## src/rtl/key_event_scheduler_if.sv

```systemverilog
// Key-code handshake between the scheduler (master) and the game logic (slave).
interface key_event_scheduler_if;
  logic [1:0] key_code;
  logic       key_valid;
  logic       key_ready;

  modport master (output key_code, output key_valid, input key_ready);
  modport slave  (input key_code, input key_valid, output key_ready);
endinterface

```

## src/rtl/key_event_scheduler.sv

```systemverilog
// Button front end: sync, debounce, press-event detection, fixed-priority
// arbitration and a show-ahead key-code FIFO.
module key_event_scheduler #(
  parameter int unsigned DEBOUNCE_CYCLES = 4,
  parameter int unsigned FIFO_DEPTH      = 4
) (
  input  logic                                clk,
  input  logic                                reset,
  input  logic [3:0]                          btn_n,
  input  logic                                clr_overflow,
  key_event_scheduler_if.master               key,
  output logic [$clog2(FIFO_DEPTH+1)-1:0]     fifo_count,
  output logic                                overflow,
  output logic                                any_held
);

  localparam int unsigned CW = $clog2(DEBOUNCE_CYCLES + 1);
  localparam int unsigned PW = $clog2(FIFO_DEPTH);
  localparam int unsigned NW = $clog2(FIFO_DEPTH + 1);

  logic [3:0]    sync1, sync2;
  logic [3:0]    db_n, db_n_nxt;
  logic [CW-1:0] cnt     [4];
  logic [CW-1:0] cnt_nxt [4];
  logic [3:0]    press_q, press_nxt;
  logic [3:0]    pending, pending_nxt;
  logic [3:0]    grant;
  logic [1:0]    push_code;
  logic          pop, push, can_push, drop;
  logic [1:0]    mem [FIFO_DEPTH];
  logic [PW-1:0] wr_ptr, rd_ptr;

  // Debounce: count consecutive mismatches, flip on the DEBOUNCE_CYCLES-th one.
  always_comb begin
    db_n_nxt  = db_n;
    press_nxt = '0;
    for (int unsigned i = 0; i < 4; i++) begin
      cnt_nxt[i] = '0;
      if (sync2[i] != db_n[i]) begin
        if (cnt[i] == CW'(DEBOUNCE_CYCLES - 1)) begin
          db_n_nxt[i]  = ~db_n[i];
          press_nxt[i] = db_n[i];
        end else begin
          cnt_nxt[i] = cnt[i] + CW'(1);
        end
      end
    end
  end

  // Arbiter and pending update: lowest set bit wins when the FIFO can take it.
  always_comb begin
    pop       = (fifo_count != '0) && key.key_ready;
    can_push  = (fifo_count < NW'(FIFO_DEPTH)) || pop;
    grant     = can_push ? (pending & (~pending + 4'd1)) : 4'b0000;
    push      = (grant != 4'b0000);
    push_code = 2'b00;
    for (int unsigned i = 0; i < 4; i++) begin
      if (grant[i]) push_code = 2'(i);
    end
    // Clearing by the grant happens before the new event is merged, so a
    // bit granted and re-pressed at the same edge keeps the new event.
    drop        = |(press_q & pending & ~grant);
    pending_nxt = (pending & ~grant) | press_q;
  end

  // Synchroniser, debounce state, press pulse, pending and status registers.
  always_ff @(posedge clk) begin
    if (reset) begin
      sync1    <= '1;
      sync2    <= '1;
      db_n     <= '1;
      press_q  <= '0;
      pending  <= '0;
      overflow <= 1'b0;
      any_held <= 1'b0;
      for (int unsigned i = 0; i < 4; i++) cnt[i] <= '0;
    end else begin
      sync1    <= btn_n;
      sync2    <= sync1;
      db_n     <= db_n_nxt;
      press_q  <= press_nxt;
      pending  <= pending_nxt;
      any_held <= |(~db_n_nxt);
      for (int unsigned i = 0; i < 4; i++) cnt[i] <= cnt_nxt[i];
      if (drop)              overflow <= 1'b1;
      else if (clr_overflow) overflow <= 1'b0;
    end
  end

  // FIFO storage, pointers and occupancy.
  always_ff @(posedge clk) begin
    if (reset) begin
      wr_ptr     <= '0;
      rd_ptr     <= '0;
      fifo_count <= '0;
      for (int unsigned i = 0; i < FIFO_DEPTH; i++) mem[i] <= '0;
    end else begin
      if (push) begin
        mem[wr_ptr] <= push_code;
        wr_ptr      <= wr_ptr + PW'(1);
      end
      if (pop) rd_ptr <= rd_ptr + PW'(1);
      case ({push, pop})
        2'b10:   fifo_count <= fifo_count + NW'(1);
        2'b01:   fifo_count <= fifo_count - NW'(1);
        default: fifo_count <= fifo_count;
      endcase
    end
  end

  assign key.key_code  = mem[rd_ptr];
  assign key.key_valid = (fifo_count != '0);

endmodule

```

## src/flat_wrapper.sv

```systemverilog
// flat-port wrapper written by rule: the top's interface ports become plain ports
module key_event_scheduler_flat 
#(
  parameter int unsigned DEBOUNCE_CYCLES = 4,
  parameter int unsigned FIFO_DEPTH      = 4
)
  (clk, reset, btn_n, clr_overflow, fifo_count, overflow, any_held, key_key_code, key_key_valid, key_key_ready);
  key_event_scheduler_if key_i ();
  input  logic clk;
  input  logic reset;
  input  logic [3:0] btn_n;
  input  logic clr_overflow;
  output logic [$clog2(FIFO_DEPTH+1)-1:0] fifo_count;
  output logic overflow;
  output logic any_held;
  output wire logic [$bits(key_i.key_code)-1:0] key_key_code;
  output wire logic [$bits(key_i.key_valid)-1:0] key_key_valid;
  input wire logic [$bits(key_i.key_ready)-1:0] key_key_ready;
  assign key_key_code = key_i.key_code;
  assign key_key_valid = key_i.key_valid;
  assign key_i.key_ready = key_key_ready;
  key_event_scheduler #(.DEBOUNCE_CYCLES(DEBOUNCE_CYCLES), .FIFO_DEPTH(FIFO_DEPTH)) u_core (.clk(clk), .reset(reset), .btn_n(btn_n), .clr_overflow(clr_overflow), .key(key_i), .fifo_count(fifo_count), .overflow(overflow), .any_held(any_held));
endmodule
```

## config.mk

```make
export PLATFORM = sky130hd
export DESIGN_NAME = key_event_scheduler_flat
export DESIGN_NICKNAME = d
export VERILOG_FILES = /design/src/rtl/key_event_scheduler_if.sv /design/src/rtl/key_event_scheduler.sv /design/src/flat_wrapper.sv
export SDC_FILE = /design/constraint.sdc
export NUM_CORES = 1
export LEC_CHECK = 0
export CAP_MARGIN = 15
export CORE_ASPECT_RATIO = 1.75
export CORE_MARGIN = 8
export CORE_UTILIZATION = 48
export DETAILED_ROUTE_END_ITERATION = 12
export MAX_ROUTING_LAYER = met4
export PLACE_DENSITY = 0.68
export SLEW_MARGIN = 0
export SYNTH_ARGS = -nofsm -noshare
export SYNTH_HDL_FRONTEND = slang
export SYNTH_SLANG_ARGS = --single-unit
```

## constraint.sdc

```tcl
create_clock -name clk -period 3.2 [get_ports clk]
set_clock_uncertainty 0.1 [all_clocks]
set_input_delay 0.64 -clock clk [delete_from_list [all_inputs] [get_ports clk]]
set_output_delay 0.64 -clock clk [all_outputs]
set_load 0.1 [all_outputs]
```

==> out/metrics.csv, run 1 <==
stage,metric,value,unit
status,status,"complete, no violations",
yosys,yosysMostFrequentCell,dfxtp_1,
timing,rsz0062_at_grt,false,
worst_setup_path,cp.depth,9,
timing,slew_violations,0,
yosys,yosysTopAreaCellShare,43.3,%
worst_setup_path,crit_arrival,2.89,ns
drt,drc,0,
grt,grt_pass1_wl,6110,um
timing,period_minus_slack,2.78,ns
yosys,synth_common_cells,"43 x dfxtp_1, 28 x nor2_1, 13 x inv_1",
drt,viasPerCell,5.15,
finish,drive_above_1_share,17.2,%
worst_setup_path,r2r_end,u_core.fifo_count[2],
min_path,min_path_type,flop to flop,
timing,finalHoldViolations,0,
pwr,cellLeakagePower,0.000840,uW
clocking,cts_buffer_depth,2,
clocking,cts.sinks,51,
worst_setup_path,worstSetupStartpointType,input port,
die,die_area,6540,um^2
drt,vias,1304,
worst_setup_path,worstSetupPathType,input port to flop,
timing,setup_viol,0,
timing,fin_setup_tns,0,ns
yosys,synthArstFlopShare,0,%
worst_setup_path,crit_buf_inv,2,
place,hpwlAfterDp,2530,um
clocking,cts.clk_slew.worst_paths,0.09,ns
finish,syn_to_final_growth,14.8,%
drt,avgRoutedWirePerCell,13.4,um
yosys,synth_edf_count,8,
worst_setup_path,startpoint,key_key_ready,
finish,regArea,1100,um^2
grt,grt_max_degree,31,
grt,antenna_found_initial,0,
finish,stdcell_count,253,
die,start_util,48.8,%
yosys,synthesis.nets,201,
worst_setup_path,crit_family,simple AND/OR/NAND/NOR gates,
die,die_height,101,um
drt,ant_nets,0,
clocking,ctsHoldBuffers,0,
clocking,cts_buffers,5,
die,core-area,4070,um^2
grt,grt_usage,12.1,%
yosys,seq_area_frac_synth,55.3,%
worst_setup_path,end_kind,flop,
die,rows,31,
timing,slew_headroom,71.8,%
yosys,synth_cell_types,37,
drt,dr.pass1.iters,4,
place,place.gp.congestion,0.814,
die,fp.dieW,64.7,um
worst_setup_path,r2r_start,u_core.pending[2],
yosys,synth_cells,183,
yosys,yosysWarnings,0,
worst_setup_path,critPathMaxStageDelay,0.48,ns
pwr,ir_drop,0.370,mV
worst_setup_path,cpMaxStageDelayCell,clkdlybuf4s50_1,
drt,drtIter0Drc,27,
drt,drt_wl_total,3380,um
worst_setup_path,cp.required,3.31,ns
worst_setup_path,crit_end,u_core.fifo_count[2],
worst_setup_path,path_cells,"clkdlybuf4s50_1, or2b_2, nand2_4, ha_1, inv_1, fa_1, xor2_1, or3_1, a21oi_1",
yosys,synth-seq-cells,51,
place,place_inst,245,
yosys,synthTopCellsByArea,"dfxtp_1 43%, edfxtp_1 12%, ha_1 5.7%",
worst_setup_path,r2r_slack,0.67,ns
yosys,synth_flop_cell,dfxtp_1,
timing,worst_pin_slew,0.419,ns
clocking,cts_root_buf,clkbuf_8,
clocking,tritoncts,done,
timing,fmax,360,MHz
worst_setup_path,rr_worst_depth,8,
yosys,synth.cell_area,1990,um^2
clocking,cts_setup_buffers,0,
clocking,h-tree-depth,2,
grt,grt_pass1_vias,1403,
die,top_level_ports,16,
finish,nFillCells,351,
clocking,cts_resized,0,
job,cap_viol_max_count,0,
yosys,avgSynthCellArea,10.9,um^2
timing,fin_crit_sh,86.7,%
place,io_buffers,15,
worst_setup_path,crit_fanout,5,
finish,diodes,0,
clocking,insertion_delay,0.29,ns
finish,multiInputGateArea,825,um^2
yosys,yosys.area.top_type,dfxtp_1,
finish,nNetsFinal,221,
grt,grt.overflow.total,0,
pwr,p_per_area,496,nW/um^2
logic make-up (layout without fill, tap and decap cells):
family / count (synthesis) / after routing / synth area share [%]
xor+xnor: 9 / 9 / 4.34
mux: 6 / 6 / 4.28
flops: 51 / 51 / 55.3
buf+inv: 17 / 38 / 3.21
fa+ha+maj: 10 / 10 / 6.67
compound gates: 17 / 17 / 5.03
simple gates: 73 / 73 / 21.1
layout by cell type (no fill, tap or decap), types with 2 or more instances in the layout:
cell             Yosys  layout
nor3_1               2       2
nand3_1              4       4
or2_2                8       8
mux2i_1              4       4
a31oi_1              2       2
a21oi_1              6       6
nor4_1               2       2
or3_4                2       2
inv_1               13      13
or3_1                6       6
dfxtp_1             43      43
o21bai_1             2       2
buf_4                0       9
nand2_1              7       7
ha_1                 9       9
nor4bb_1             4       4
mux4_2               2       2
xnor2_1              5       5
clkbuf_1             3       2
nand2b_1             2       2
clkbuf_8             0       5
o21ai_0              4       4
clkdlybuf4s50_1      0       7
edfxtp_1             8       8
nor2_1              28      28
xor2_1               3       3
how the worst min path moves through the flow:
stage	from	endpoint	slack, ns	cells after the start
floorplan	u_core.sync1[0]	u_core.sync2[0]	0.29	1
global placement	u_core.sync1[3]	u_core.sync2[3]	0.29	1
detailed placement	u_core.sync1[0]	u_core.sync2[0]	0.29	1
CTS	u_core.sync1[0]	u_core.sync2[0]	0.31	1
global route	u_core.sync1[3]	u_core.sync2[3]	0.33	1
finish	u_core.sync1[0]	u_core.sync2[0]	0.31	1
metrics by stage:
step	setup WS (ns)	power (uW)	area, um^2	hold WS, ns	utilization (%)
detailed placement	0.135	718	2180	0.293	53.5
global route	0.363	1180	2280	0.329	56.1
finish	0.424	1130	2280	0.313	56.1
global placement	0.245	716	2180	0.292	53.5
floorplan	0.379	701	1990	0.289	-
CTS	0.438	1150	2280	0.315	56.1
state kept, by name, indices dropped and copies added (netlist names), 3 cells and up, named ones only:
name               flops
u_core.cnt            12
u_core.db_n            4
u_core.fifo_count      3
u_core.mem             8
u_core.pending         4
u_core.press_q         4
u_core.sync1           4
u_core.sync2           4
layer usage:
layer | GRT usage, % | vias to the layer above | share of wire [%]
met5 | - | - | 0
li1 | - | 656 | -
met3 | 2.99 | 11 | 3.0
met2 | 22.2 | 22 | 53
met4 | 6.25 | 0 | 3.1
met1 | 11.3 | 615 | 41
layout make-up:
type                            instances  share of cell area, %
Timing Repair Buffer                   16                   6.03
Inverter                               14                   2.30
Sequential cell                        51                   48.2
Clock buffer                            7                   3.34
Clock inverter                          1                   1.32
Multi-Input combinational cell        115                   36.1
Tap cell                               49                   2.68
power by group:
group / internal, uW / switching [uW]
clock: 234 / 195
combinational: 17.1 / 21.7
sequential: 659 / 4.46
total: 911 / 221
Note: power is estimated with default switching activity, not from simulation.
==> inputs of run 2 (changes only) <==
--- a/config.mk
+++ b/config.mk
@@ -7,11 +7,10 @@
 export LEC_CHECK = 0
 export CAP_MARGIN = 15
 export CORE_ASPECT_RATIO = 1.75
-export CORE_MARGIN = 8
-export CORE_UTILIZATION = 48
+export CORE_UTILIZATION = 30
 export DETAILED_ROUTE_END_ITERATION = 12
+export GPL_TIMING_DRIVEN = 0
 export MAX_ROUTING_LAYER = met4
-export PLACE_DENSITY = 0.68
 export SLEW_MARGIN = 0
 export SYNTH_ARGS = -nofsm -noshare
 export SYNTH_HDL_FRONTEND = slang
==> run 2 against run 1 <==
Design area increased by 2.8%. Final cell count increased by 13%. Utilization down 19 points. Sequential power about the same. First-iteration DRC count is 22% lower. Global-route usage fell by 2.1 points. Largest power group unchanged.
==> out/metrics.csv, run 2 (synthesis results as in run 1) <==
stage,metric,value,unit
place,hpwlAfterDp,2310,um
drt,avgRoutedWirePerCell,10.9,um
drt,dr.pass1.iters,3,
die,die_area,6970,um^2
pwr,clock_power_share,37.9,%
worst_setup_path,crit_arrival,2.17,ns
finish,nNetsFinal,223,
timing,period_minus_slack,2.91,ns
worst_setup_path,path_cells,"mux4_2, clkdlybuf4s50_1",
clocking,cts_resized,0,
worst_setup_path,cpMaxStageDelayCell,clkdlybuf4s50_1,
worst_setup_path,critPathMaxStageDelay,0.97,ns
pwr,switching_share,20.1,%
clocking,cts_buffers,5,
grt,grt_pass1_wl,5070,um
die,start_util,31.7,%
clocking,h-tree-depth,2,
die,die_height,110,um
grt,grt.overflow.total,0,
grt,antenna_found_initial,0,
clocking,insertion_delay,0.30,ns
grt,grt_pass1_vias,1161,
die,fp.dieW,63.6,um
grt,grt_usage,9.99,%
timing,rsz0062_at_grt,false,
clocking,cts_root_buf,clkbuf_8,
pwr,ir_drop,0.279,mV
finish,largest_reg_flops,12,
clocking,cts.clk_slew.worst_paths,0.09,ns
drt,viasPerCell,4.37,
drt,drtIter0Drc,21,
worst_setup_path,r2r_slack,0.75,ns
finish,regMostFlops,u_core.cnt,
pwr,cellLeakagePower,0.000827,uW
timing,fin_crit_sh,91.0,%
clocking,tritoncts,done,
timing,fin_setup_tns,0,ns
timing,fmax,343,MHz
place,place.gp.congestion,0.754,
timing,worst_pin_slew,0.965,ns
pwr,p_switching,227,uW
worst_setup_path,rr_worst_depth,8,
drt,drc,0,
die,rows,38,
worst_setup_path,worstSetupStartpointType,flop,
min_path,hold-path-cell-count,1,
min_path,hold_end,u_core.sync2[3],
worst_setup_path,r2r_end,u_core.fifo_count[2],
place,place_inst,278,
finish,layout_common_cells,"43 x dfxtp_1, 28 x nor2_1, 15 x clkdlybuf4s50_1, 13 x inv_1, 9 x ha_1",
drt,vias,1251,
grt,grt_max_degree,16,
worst_setup_path,crit_fanout,2,
pwr,pwr-share-comb,3.5,%
worst_setup_path,cp.required,2.46,ns
finish,diodes,0,
die,core-area,6280,um^2
timing,slew_headroom,35.5,%
drt,ant_nets,0,
min_path,min_path_type,flop to flop,
worst_setup_path,end_kind,output port,
finish,reg_top3,"u_core.cnt x12, u_core.mem x8",
min_path,hp-start,u_core.sync1[3],
job,cap_viol_max_count,0,
timing,finalHoldViolations,0,
finish,final_common_cell,dfxtp_1,
finish,stdcell_count,286,
pwr,internal_power,906,uW
finish,syn_to_final_growth,18.0,%
timing,setup_viol,0,
die,top_level_ports,16,
clocking,cts.sinks,51,
worst_setup_path,worstSetupPathType,flop to output port,
clocking,cts_buffer_depth,2,
place,io_buffers,15,
worst_setup_path,r2r_start,u_core.pending[2],
clocking,ctsHoldBuffers,0,
clocking,cts_setup_buffers,0,
status,status,"complete, no violations",
drt,drt_wl_total,3110,um
finish,drive_above_1_share,13.1,%
pwr,p_per_area,483,nW/um^2
pwr,seqPwrFrac,58.6,%
timing,slew_violations,0,
## run 2: cell types whose count changed in the layout (fill, tap and decap cells not counted)
cell,change
buf_4,-9
clkdlybuf4s50_1,+8
clkbuf_1,+1
clkinv_1,+1
clkinv_2,+1
## run 2: worst max-delay path by stage
stage,to,slack [ns],cells after the start
final,key_key_code[1],0.29,2
after global placement,u_core.fifo_count[2],0.17,9
after global routing,key_key_code[0],0.22,2
after detailed placement,u_core.fifo_count[2],0.14,9
after floorplan,u_core.fifo_count[2],0.38,8
after CTS,key_key_code[1],0.27,2
## run 2: per-stage QoR
stage	instance area, um^2	total power, uW	util [%]	setup WS (ns)	hold slack [ns]
3_3_place_gp	2240	718	35.7	0.171	0.293
6_report	2350	1130	37.4	0.289	0.304
5_1_grt	2350	1180	37.4	0.216	0.321
2_1_floorplan	1990	701	-	0.379	0.289
4_1_cts	2350	1150	37.4	0.273	0.311
3_5_place_dp	2240	719	35.7	0.140	0.296
## run 2: critical path: cells and delay by family, from the launching register on
family | cells | cell delay (ns)
DFF | 1 | 0.39
buffers and inverters | 1 | 0.97
muxes | 1 | 0.50
## run 2: per-layer routing
metal	share of wire (%)	global-route usage [%]
met5	0	-
met4	2.2	5.36
met3	2.7	2.49
met2	53	18.4
met1	42	9.35
## run 2: final cells by class
type,count,area [um^2]
Multi-Input combinational cell,115,825
Tap cell,80,100
Clock inverter,3,38.8
Clock buffer,5,68.8
Fill cell,664,3930
Buffer,3,11.3
Inverter,14,52.6
Timing Repair Buffer,15,150
Sequential cell,51,1100
## run 2: power groups by stage
stage	registers, uW	clock network [uW]	logic [uW]
4_1_cts	664	442	40.8
3_3_place_gp	678	0	39.9
3_5_place_dp	679	0	40.7
5_1_grt	665	469	43.8
6_report	663	430	40.0
2_1_floorplan	677	0	23.4
==> inputs of run 3 (changes only) <==
--- a/config.mk
+++ b/config.mk
@@ -11,6 +11,7 @@
 export DETAILED_ROUTE_END_ITERATION = 12
 export GPL_TIMING_DRIVEN = 0
 export MAX_ROUTING_LAYER = met4
+export SETUP_SLACK_MARGIN = 0.02
 export SLEW_MARGIN = 0
 export SYNTH_ARGS = -nofsm -noshare
 export SYNTH_HDL_FRONTEND = slang
==> results of run 3 <==
The final DEF is identical to that of run 2; final timing and power are the same.
==> RTL edit 1, RTL diff (config.mk and constraints of run 1) <==
`DEBOUNCE_CYCLES` is set to 4 in 2 places; all go to 8.
--- a/src/rtl/key_event_scheduler.sv
+++ b/src/rtl/key_event_scheduler.sv
@@ -3,3 +3,3 @@
 module key_event_scheduler #(
-  parameter int unsigned DEBOUNCE_CYCLES = 4,
+  parameter int unsigned DEBOUNCE_CYCLES = 8,
   parameter int unsigned FIFO_DEPTH      = 4
--- a/src/flat_wrapper.sv
+++ b/src/flat_wrapper.sv
@@ -3,3 +3,3 @@
 #(
-  parameter int unsigned DEBOUNCE_CYCLES = 4,
+  parameter int unsigned DEBOUNCE_CYCLES = 8,
   parameter int unsigned FIFO_DEPTH      = 4
Check against the original RTL: not equivalent (a bounded check fails within 10 cycles, from zero or initial values and one cycle with reset high).
==> RTL edit 1 against run 1 <==
Routed wire length up 7.7%. Utilization fell by 0.62 points. Synthesized area increased by 7.4%. Synthesized cell count up 10%. Die area increased by 5.8%. Clock power down 4%. Cell area is 6.0% higher. Sequential cell count increased by 4. Via count grew 7.7%. Count of clock-buffer cells in the layout is 1 higher. Total power is 2.8% higher. Combinational power rose by 2%. Worst setup slack gained 180 ps. Critical endpoint unchanged. Largest cell class unchanged.
==> RTL edit 1: results (changes against run 1) <==
Clock network area share = 4.19% (-0.47 points)
Multi-input logic area = 906 sq um (+9.9%)
Psw = 0.235 mW (+6.4%)
Net count, final = 234 (+5.9%)
Final Wtd Congestion = 0.748 (-8.1%)
Sequential share of cell area = 48.8% (+0.59 points)
FFs & Latches = 55 (+7.8%)
Hpwl dp = 2640 um (+4.5%)
Final non-clock buffer share = 5.69% (-0.34 points)
Register area share after synthesis = 55.3% (about the same)
Mapped cell area = 2140 sq um (+7.4%)
DR WL/cell = 13.4 um (+0.16%)
Leakage = 0.891 nW (+6.1%)
Post-Synth Adder-Cell Area = 3.87% (-2.8 points)
Vias in the first global route = 1475 (+5.1%)
Invs w/o clock = 8 (-6)
Synth Area in Compound Gates = 5.39% (+0.36 points)
Count of multi-input gates = 134 (+17%)
Synth Area in XOR/XNOR = 7.38% (+3.0 points)
Hold wc startpoint = u_core.sync1[2]
Worst vdd ir = 0.000386 V (+4.5%)
Hold EP = u_core.sync2[2]
DR iter-0 viols = 76 (+180%)
Combinational power = 0.0396 mW (+2%)
Most instantiated cells after synthesis = 47 x dfxtp_1, 28 x nor2_1, 10 x nand2_1, 10 x xnor2_1
Area post-placement = 2320 sq um (+6.5%)
Global-route wire length before repair = 6580 um (+7.7%)
Area contributors post-synth = dfxtp_1 44%, edfxtp_1 11%, nor2_1 4.9%
Reg-to-reg slack, setup = 770 ps (+100 ps)
Status = completed
Largest net degree at the start of global routing = 35 (+13%)
# fillers = 406 (+16%)
Final Cycle Share = 81.0% (-5.7 points)
Critical Path Fanout Max = 4 (-1)
Clk pwr share = 35.3% (-2.6 points)
RTL edit 1: critical path, stage by stage:
cell             delay [ps]
clkdlybuf4s50_1         480
nand2b_1                260
nand2_2                 140
ha_1                    190
inv_1                    60
fa_1                    370
xor2_1                  160
or3_1                   300
a21oi_1                 140
RTL edit 1: stage by stage:
| stage | total power, mW | hold WS (ps) | std cells | util [%] |
|---|---|---|---|---|
| after CTS | 1.18 | 319 | 272 | 55.4 |
| after global routing | 1.21 | 329 | 272 | 55.4 |
| final | 1.16 | 315 | 272 | 55.4 |
| after global placement | 0.769 | 292 | 264 | 53.1 |
| after floorplan | 0.753 | 289 | 202 | - |
| after detailed placement | 0.770 | 297 | 264 | 53.1 |
RTL edit 1: per-layer routing:
| layer | track usage (%) | up-vias | part of all wire, % |
|---|---|---|---|
| met5 | - | - | 0 |
| met4 | 5.84 | 0 | 2.0 |
| met3 | 3.13 | 6 | 2.7 |
| met2 | 20.7 | 14 | 55 |
| met1 | 12.8 | 663 | 40 |
| li1 | - | 721 | - |
==> RTL edit 2, RTL diff (settings of run 1) <==
Without the edit above. Add an input register stage for `btn_n`, without a reset; this delays it by one clock. The other inputs are not delayed to match.
--- a/src/rtl/key_event_scheduler.sv
+++ b/src/rtl/key_event_scheduler.sv
@@ -19,2 +19,8 @@
   localparam int unsigned NW = $clog2(FIFO_DEPTH + 1);
+
+  logic [3:0] btn_n_q;
+
+  always_ff @(posedge clk) begin
+    btn_n_q <= btn_n;
+  end
 
@@ -77,3 +83,3 @@
     end else begin
-      sync1    <= btn_n;
+      sync1    <= btn_n_q;
       sync2    <= sync1;
Check against the original RTL: not equivalent (a bounded check fails within 10 cycles, from zero or initial values and one cycle with reset high).
==> RTL edit 2 against run 1 <==
Critical path depth stayed put. Routed wire length stayed put. Worst hold slack got worse by 7.9 ps. Worst setup slack gained 240 ps. Maximum frequency is 9.3% higher. Synthesized area up 7.0%. Total power up 0.29%. Sequential cell count up 4. Cell area rose by 4.4%. Count of clock-buffer cells in the layout unchanged. Critical path type is now flip-flop to flip-flop. Critical endpoint unchanged.
==> RTL edit 2: results (changes against run 1) <==
Global-route wire length before repair = 5780 um (-5.5%)
Worst skew pair latency = 310 ps (+20 ps)
Fin worst setup slack = 661 ps (+237 ps)
I/O Buffers = 15 (unchanged)
Distinct cells, synth = 36 (-2.7%)
Slowest stage cell, crit path = nor4_2
Status = completed
Root buf cell = clkbuf_8
Vias per inst = 5.23 (+1.6%)
Vias in the first global route = 1409 (+0.43%)
Critical Path Fanout Max = 12 (+7)
Area contributors post-synth = dfxtp_1 44%, edfxtp_1 11%, ha_1 5.3%
Gr usage total = 10.9% (-1.2 points)
DR iter-0 viols = 35 (+30%)
Final Wtd Congestion = 0.770 (-5.4%)
Clock transition at the registers of the reported paths = 90 ps (about the same)
Leakage = 0.902 nW (+7.4%)
Worst vdd ir = 0.000413 V (+12%)
Worst reg2reg path depth = 9 (+1)
Critical Path AT = 2670 ps (-220 ps)
# fillers = 385 (+9.7%)
Most instantiated cells after synthesis = 47 x dfxtp_1, 27 x nor2_1, 18 x inv_1
Reg2reg start = u_core.pending[0]
Mapped Nets = 215 (+7.0%)
Net count, final = 230 (+4.1%)
Ratio of cells with drive above 1 in the final layout = 15.0% (-2.1 points)
Register area share after synthesis = 55.5% (+0.12 points)
Setup WS pre-CTS = 358 ps (+222 ps)
Final WL = 3380 um (unchanged)
Least-Margin Pin Slew = 459 ps (+39.9 ps)
CP Launch Type = flip-flop
FFs w/ async S/R, synth = 0% (unchanged)
Hpwl dp = 2490 um (-1.5%)
RTL edit 2: cell types whose count changed after synthesis, moves of 3 or more:
cell	before	now
nand2b_1	2	5
o311ai_0	0	3
nor4_1	2	5
nand3_1	4	0
nand2_1	7	1
dfxtp_1	43	47
inv_1	13	18
clkbuf_1	3	6
RTL edit 2: layer usage:
layer	routed length, um	GRT usage [%]	up-vias	share of wire (%)
met5	0	-	-	0
met3	96	2.91	6	2.8
li1	-	-	706	-
met2	1930	20.3	17	57
met1	1290	9.43	653	38
met4	70	5.07	0	2.1
RTL edit 2: worst min-delay path by stage:
stage,from,endpoint,slack [ps],cells past startpoint
2_1_floorplan,u_core.btn_n_q[0],u_core.sync1[0],290,1
3_3_place_gp,u_core.sync1[0],u_core.sync2[0],290,1
3_5_place_dp,u_core.btn_n_q[1],u_core.sync1[1],290,1
4_1_cts,u_core.sync1[0],u_core.sync2[0],310,1
5_1_grt,u_core.btn_n_q[1],u_core.sync1[1],330,1
6_report,u_core.sync1[0],u_core.sync2[0],310,1
RTL edit 2: where the power goes:
part,internal [mW],switching (mW),total (mW)
sequential,0.711,0.00470,0.716
combinational,0.0191,0.0210,0.0400
clock,0.174,0.205,0.379
RTL edit 2: metrics by stage:
stage,instances,hold WS [ps]
2_1_floorplan,197,289
3_3_place_gp,256,291
3_5_place_dp,256,293
4_1_cts,264,307
5_1_grt,264,331
6_report,264,305
RTL edit 2: logic make-up after synthesis:
logic type / count (synthesis) / share of synthesized area (%)
and+or+nand+nor: 66 / 17.6
DFF: 55 / 55.5
buffers and inverters: 27 / 5.23
AOI/OAI and AO/OA: 25 / 8.23
xor gates and xnor gates: 8 / 3.29
muxes: 6 / 4.00
adders and majority gates: 10 / 6.23
RTL edit 2: layout make-up:
cell class	count	area, sq um	share of cell area, %
clock buffer	7	86.3	3.62
multi-input combinational	115	837	35.1
inverter	18	67.6	2.83
timing repair buffer	17	145	6.09
clock inverter	1	3.75	0.157
tap	51	63.8	2.68
sequential	55	1180	49.5
RTL edit 2: worst register-to-register path, stage by stage, from the launching register on:
cell     delay (ps)
dfxtp_1         430
nor4_2          490
nor2_1          150
inv_1            90
ha_1            180
inv_1            60
fa_1            370
xor2_1          160
or3_1           300
a21oi_1         150
